==> src/rtl/lvdc_io_ctrl.sv <==
// lvdc_io_ctrl: LVDC bus I/O controller with output latches, input ports, interrupts and SPI flash master.
// The SPI engine is built only when LVDC_IO_SPI_EN is defined.
module lvdc_io_ctrl #(
    parameter int DATA_W  = 26,
    parameter int NUM_OUT = 2,
    parameter int OUT_W   = 8,
    parameter int NUM_IN  = 2,
    parameter int IN_W    = 8,
    parameter int NUM_IRQ = 4,
    parameter int SPI_DIV = 2
) (
    input  logic                     clk,
    input  logic                     rstb,
    input  logic                     nIOR,
    input  logic                     nIOW,
    input  logic [3:0]               I,
    input  logic [DATA_W-1:0]        db_in,
    output logic [DATA_W-1:0]        db_out,
    output logic                     db_oe,
    output logic [NUM_OUT*OUT_W-1:0] gpio_out,
    input  logic [NUM_IN*IN_W-1:0]   gpio_in,
    input  logic [NUM_IRQ-1:0]       irq,
    output logic                     int_out,
    output logic                     flash_csb,
    output logic                     sck,
    output logic                     sdo,
    input  logic                     sdi
);
    localparam int GW = NUM_IN * IN_W;
    localparam int SW = GW + NUM_IRQ + 2;
    // Strobes idle high so leaving reset never looks like a bus cycle
    localparam logic [SW-1:0] SYNC_RST = {2'b11, {(SW - 2){1'b0}}};

    logic [SW-1:0] s1_q, s1_d, s2_q, s2_d;
    logic nior_p_q, nior_p_d, niow_p_q, niow_p_d;
    logic [NUM_IRQ-1:0] irq_p_q, irq_p_d, pend_q, pend_d, mask_q, mask_d;
    logic [NUM_OUT*OUT_W-1:0] out_q, out_d;
    logic cs_q, cs_d, inh_q, inh_d, ovr_q, ovr_d, int_q, int_d, oe_q, oe_d;
    logic [DATA_W-1:0] dout_q, dout_d, rd;
    logic nior_s, niow_s, wr, rd_fall, rd_rise, busy, ovr_set;
    logic [NUM_IRQ-1:0] irq_s;
    logic [GW-1:0] gin_s;
    logic [7:0] spi_rd;
    logic unused_ok;

    assign {nior_s, niow_s, irq_s, gin_s} = s2_q;
    assign wr = !niow_s && niow_p_q;
    assign rd_fall = !nior_s && nior_p_q && !wr;
    assign rd_rise = nior_s && !nior_p_q;
    assign unused_ok = ^{db_in, sdi};

    always_comb begin
        s1_d = {nIOR, nIOW, irq, gpio_in};
        s2_d = s1_q;
        nior_p_d = nior_s;
        niow_p_d = niow_s;
        irq_p_d = irq_s;
        out_d = out_q;
        mask_d = mask_q;
        cs_d = cs_q;
        inh_d = inh_q;
        ovr_d = ovr_q | ovr_set;
        pend_d = pend_q;
        if (wr) begin
            for (int n = 0; n < NUM_OUT; n++)
                if (I == 4'(n)) out_d[n*OUT_W +: OUT_W] = db_in[OUT_W-1:0];
            if (I == 4'h8) pend_d = pend_q & ~db_in[NUM_IRQ-1:0];
            if (I == 4'h9) mask_d = db_in[NUM_IRQ-1:0];
            if (I == 4'hB) begin
                cs_d = db_in[0];
                inh_d = db_in[1];
                ovr_d = ovr_q & ~db_in[3];
            end
        end
        // New edges applied after the clear so a coincident request is never lost
        pend_d = pend_d | (irq_s & ~irq_p_q);
        int_d = (|(pend_q & mask_q)) & ~inh_q;
        rd = '0;
        for (int n = 0; n < NUM_OUT; n++)
            if (I == 4'(n)) rd[OUT_W-1:0] = out_q[n*OUT_W +: OUT_W];
        for (int n = 0; n < NUM_IN; n++)
            if (I == 4'(4 + n)) rd[IN_W-1:0] = gin_s[n*IN_W +: IN_W];
        if (I == 4'h8) rd[NUM_IRQ-1:0] = pend_q;
        if (I == 4'h9) rd[NUM_IRQ-1:0] = mask_q;
        if (I == 4'hA) rd[7:0] = spi_rd;
        if (I == 4'hB) rd[3:0] = {ovr_q, busy, inh_q, cs_q};
        dout_d = rd_fall ? rd : (rd_rise ? '0 : dout_q);
        oe_d = rd_fall | (oe_q & ~rd_rise);
    end

    always_ff @(posedge clk) begin
        if (!rstb) begin
            s1_q <= SYNC_RST;
            s2_q <= SYNC_RST;
            nior_p_q <= 1'b1;
            niow_p_q <= 1'b1;
            irq_p_q <= '0;
            out_q <= '0;
            mask_q <= '0;
            pend_q <= '0;
            cs_q <= 1'b0;
            inh_q <= 1'b0;
            ovr_q <= 1'b0;
            int_q <= 1'b0;
            oe_q <= 1'b0;
            dout_q <= '0;
        end else begin
            s1_q <= s1_d;
            s2_q <= s2_d;
            nior_p_q <= nior_p_d;
            niow_p_q <= niow_p_d;
            irq_p_q <= irq_p_d;
            out_q <= out_d;
            mask_q <= mask_d;
            pend_q <= pend_d;
            cs_q <= cs_d;
            inh_q <= inh_d;
            ovr_q <= ovr_d;
            int_q <= int_d;
            oe_q <= oe_d;
            dout_q <= dout_d;
        end
    end

    assign gpio_out = out_q;
    assign db_out = dout_q;
    assign db_oe = oe_q;
    assign int_out = int_q;
    assign flash_csb = ~cs_q;

`ifdef LVDC_IO_SPI_EN
    localparam int CW = $clog2(SPI_DIV + 1);
    typedef enum logic {IDLE, SHIFT} spi_st_e;
    spi_st_e st_q, st_d;
    logic sck_q, sck_d, spi_wr;
    logic [2:0] bit_q, bit_d;
    logic [CW-1:0] div_q, div_d;
    logic [7:0] tx_q, tx_d, rx_q, rx_d, rbyte_q, rbyte_d;

    assign spi_wr = wr && I == 4'hA;
    assign busy = st_q == SHIFT;
    assign ovr_set = spi_wr && busy;
    assign spi_rd = rbyte_q;
    assign sck = sck_q;
    assign sdo = tx_q[7];

    always_comb begin
        st_d = st_q;
        sck_d = sck_q;
        bit_d = bit_q;
        div_d = div_q;
        tx_d = tx_q;
        rx_d = rx_q;
        rbyte_d = rbyte_q;
        if (st_q == IDLE) begin
            if (spi_wr) begin
                st_d = SHIFT;
                tx_d = db_in[7:0];
                bit_d = '0;
                div_d = '0;
            end
        end else begin
            div_d = div_q + CW'(1);
            if (div_q == CW'(SPI_DIV - 1)) begin
                div_d = '0;
                sck_d = ~sck_q;
                if (!sck_q) rx_d = {rx_q[6:0], sdi};
                else if (bit_q == 3'd7) begin
                    st_d = IDLE;
                    sck_d = 1'b0;
                    rbyte_d = rx_q;
                end else begin
                    tx_d = {tx_q[6:0], 1'b0};
                    bit_d = bit_q + 3'd1;
                end
            end
        end
    end

    always_ff @(posedge clk) begin
        if (!rstb) begin
            st_q <= IDLE;
            sck_q <= 1'b0;
            bit_q <= '0;
            div_q <= '0;
            tx_q <= '0;
            rx_q <= '0;
            rbyte_q <= '0;
        end else begin
            st_q <= st_d;
            sck_q <= sck_d;
            bit_q <= bit_d;
            div_q <= div_d;
            tx_q <= tx_d;
            rx_q <= rx_d;
            rbyte_q <= rbyte_d;
        end
    end
`else
    assign busy = 1'b0;
    assign ovr_set = 1'b0;
    assign spi_rd = '0;
    assign sck = 1'b0;
    assign sdo = 1'b0;
`endif
endmodule

==> config.mk <==
export PLATFORM = sky130hd
export DESIGN_NAME = lvdc_io_ctrl
export DESIGN_NICKNAME = d
export VERILOG_FILES = /design/src/rtl/lvdc_io_ctrl.sv
export SDC_FILE = /design/constraint.sdc
export NUM_CORES = 1
export LEC_CHECK = 0
export ABC_AREA = 1
export CAP_MARGIN = 20
export CORE_UTILIZATION = 46
export CTS_CLUSTER_DIAMETER = 100
export CTS_CLUSTER_SIZE = 20
export DETAILED_ROUTE_END_ITERATION = 8
export GPL_TIMING_DRIVEN = 0
export PLACE_DENSITY = 0.79
export SLEW_MARGIN = 20
export SYNTH_ARGS = -nofsm -noshare
export SYNTH_HDL_FRONTEND = slang
export SYNTH_SLANG_ARGS = --single-unit
==> constraint.sdc <==
create_clock -name clk -period 1.63 [get_ports clk]
set_clock_uncertainty 0.15 [all_clocks]
set_input_delay 0.163 -clock clk [delete_from_list [all_inputs] [get_ports clk]]
set_output_delay 0.163 -clock clk [all_outputs]
set_load 0.005 [all_outputs]
==> flow_summary.yaml <==
sta:
  max_freq_ghz: 0.633
  tightest_slew_ps: 566
  maxSlewViolCount: 0
  hold_viol: 0
  fin_tns_setup_ps: 0
  min_period_ps: 1580
  final-setup-viol-count: 0
  slew_headroom: 0.623
  finalCritPeriodShare: 0.968
  rsz0062_at_grt: "true"
  worst_slack_ps: 51.4
synthesis:
  synth_top_cells_by_count: "nand2_1 (108), dfxtp_1 (87), inv_1 (75)"
  synth_area_sq_mm: 0.00334
  synthCells: 422
  ys.flop_type: "dfxtp_1"
  yosysMostFrequentCell: "nand2_1"
  synth_area_leader_cell: "dfxtp_1"
  synth_compound_area_frac: 0.121
  yosysWarnings: 0
  ys_async_sr_fraction: 0
  synth_area_leaders: "dfxtp_1 (52%), nand2_1 (12%), inv_1 (8.4%), a21oi_1 (5.1%), buf_4 (4.7%)"
  syn_area_per_cell_sq_um: 7.92
  yosys.area.top_type_share: 0.521
  synth_sequential_area_ratio: 0.521
  synth-seq-cells: 87
  synth_edf_count: 0
  synth.distinct_cells: 29
  synthMuxAreaShare: 0
  synth_top_family_by_area: "simple AND/OR/NAND/NOR gates"
  synth_fa_ha_area_frac: 0
  yosys.area_share.xor_xnor: 0
  synth-simple-area-share: 0.206
clock_tree:
  clk-insertion-delay-late_ps: 350
  clock-sinks: 87
  clockRootBuffer: "clkbuf_8"
  numCtsBuffers: 9
  cts_tree: "yes"
  clk_path_buf_depth: 2
  cts_max_level: 3
  clk_pin_slew_worst_paths_ps: 90
run:
  max_cap_viol_count: 0
worst_setup_path:
  reg2regPathDepth: 8
  reg2reg_to: "db_out[6]"
  crit_path_end_kind: "primary output"
  worstPathArrival_ps: 1270
  crit_end: "gpio_out[8]"
  crit_path_start_kind: "flop"
  worst-r2r-setup-slack_ps: 80
  path_depth: 1
  cpLargestDelayFamily: "buffers and inverters"
  crit_path_max_incr_delay_ps: 520
  setup.worst_path.class: "flop to primary output"
  cp_cell_sequence: "clkdlybuf4s50_1"
  critical_path.max_fanout: 3
  critical_path_buf_inv_count: 1
  worstReg2RegStart: "s2_q[20]"
  worst_ep_required_time_ps: 1320
  cpMaxStageDelayCell: "clkdlybuf4s50_1"
  crit_start: "gpio_out[8]"
global_routing:
  grt_max_degree: 16
  grt_pass1_vias: 2655
  antenna_found_initial: 0
  track_usage: 0.211
  grt_overflow_total: 0
  grt_pass1_wl_microns: 12000
status:
  status: "complete, no violations"
final_layout:
  final_cells: 623
  layout.nets: 577
  seqCellArea_sq_mm: 0.00174
  fin_area_sq_mm: 0.00442
  final_layout_size_suffix_gt1_frac: 0.144
  num_antenna_cells: 0
  n_fill_cell: 629
  multi_input_area_sq_mm: 0.00119
  area_growth_pct: 32.2
  post-route-util: 0.640
route:
  vias_per_cell: 4.52
  wl_per_cell_microns: 12.0
  antenna_left: 0
  drt-initial-drc-count: 231
  drc: 0
  first_pass_iters: 4
  vias: 2818
  routed_wl_microns: 7490
place:
  place_area_sq_mm: 0.00414
  routabilityCongestion: 0.827
  pre_cts_slack_ps: -497
  portBuffers: 61
  hpwlAfterDp_microns: 5480
  placed_cells: 598
die:
  die_x_microns: 87.2
  die_area_sq_mm: 0.00761
  num_io_pins: 102
  die_h_microns: 87.2
  core_area_sq_mm: 0.00691
  start_util: 0.484
  fp-row-count: 30
power_and_ir_drop:
  powerDensity_mw_per_mm2: 884
  ir_drop_v: 0.000494
  power_leakage_nw: 2.16
hold_path:
  min_path_type: "input pin to flop"
-- power by group --
group / internal (mW) / switching (mW)
logic: 0.177 / 0.184
registers: 2.19 / 0.0240
clock network: 0.562 / 0.770
total: 2.93 / 0.978
-- per-stage QoR --
step | hold WS, ps | power [mW]
after floorplan | 111 | 2.45
after global placement | 245 | 2.59
after CTS | 51.1 | 3.93
after global routing | 106 | 4.08
after detailed placement | 249 | 2.60
final | 61.3 | 3.91
-- final cells by class --
class | instances | area share
plain buffers | 32 | 0.0476
clock buffers | 10 | 0.0289
inverters | 79 | 0.0671
repair buffers | 70 | 0.155
well taps | 96 | 0.0272
clock inverters | 6 | 0.0102
flip-flops and latches | 87 | 0.394
multi-input cells | 243 | 0.269
-- worst min-delay path by stage --
stage	startpoint	depth (start not counted)	slack (ps)	end
2_1_floorplan	gpio_in[0]	2	110	s1_q[0]
3_3_place_gp	s1_q[9]	2	250	s2_q[9]
3_5_place_dp	s1_q[13]	2	250	s2_q[13]
4_1_cts	rstb	3	50	irq_p_q[1]
5_1_grt	rstb	3	110	irq_p_q[1]
6_report	rstb	3	60	irq_p_q[1]
-- sequential cells by signal, indices dropped and copies added (netlist names) --
| register | count |
|---|---|
| cs_q | 1 |
| db_oe | 1 |
| db_out | 8 |
| gpio_out | 16 |
| inh_q | 1 |
| int_out | 1 |
| irq_p_q | 4 |
| mask_q | 4 |
| nior_p_q | 1 |
| niow_p_q | 1 |
| ovr_q | 1 |
| pend_q | 4 |
| s1_q | 22 |
| s2_q | 22 |
-- what timing repair did --
action	in CTS	in global routing
pin swaps	4	1
buffers inserted	8	1
resized for setup	5	11
endpoints found under the setup margin	13	17
hold buffers	0	0
-- layer usage --
layer	global-route usage	routed length, microns
met1	0.247	3090
met2	0.367	3710
met3	0.0464	545
met4	0.103	136
met5	0	0
-- kinds of logic (layout without fill, tap and decap cells) --
logic type	after synthesis	in the layout
and+or+nand+nor	149	149
buffers and inverters	111	197
DFF	87	87
AOI/OAI and AO/OA	74	74
other	1	20
-- worst reg2reg max path, cell delays in order (launching register included) --
cell and delay (ps):
dfxtp_1 310, inv_1 80, nand2_2 120, inv_2 110, nor3_4 50, buf_4 150
a21oi_4 270, nand2_1 100, a21oi_1 150
-- cells in the final DEF (no fill, tap or decap), drive strengths merged --
cell	count
a211oi	1
a21oi	36
a221oi	1
a31oi	1
buf	33
clkbuf	18
clkdlybuf4s50	56
clkinv	1
clkinvlp	3
conb	20
dfxtp	87
dlygate4sd2	1
dlymetal6s2s	4
inv	81
nand2	113
nand3	16
nand4	1
nor2	11
nor3	3
o211ai	1
o21ai	26
o221ai	2
o22ai	6
or2	5
No activity file was read; power rests on OpenSTA's default activity.
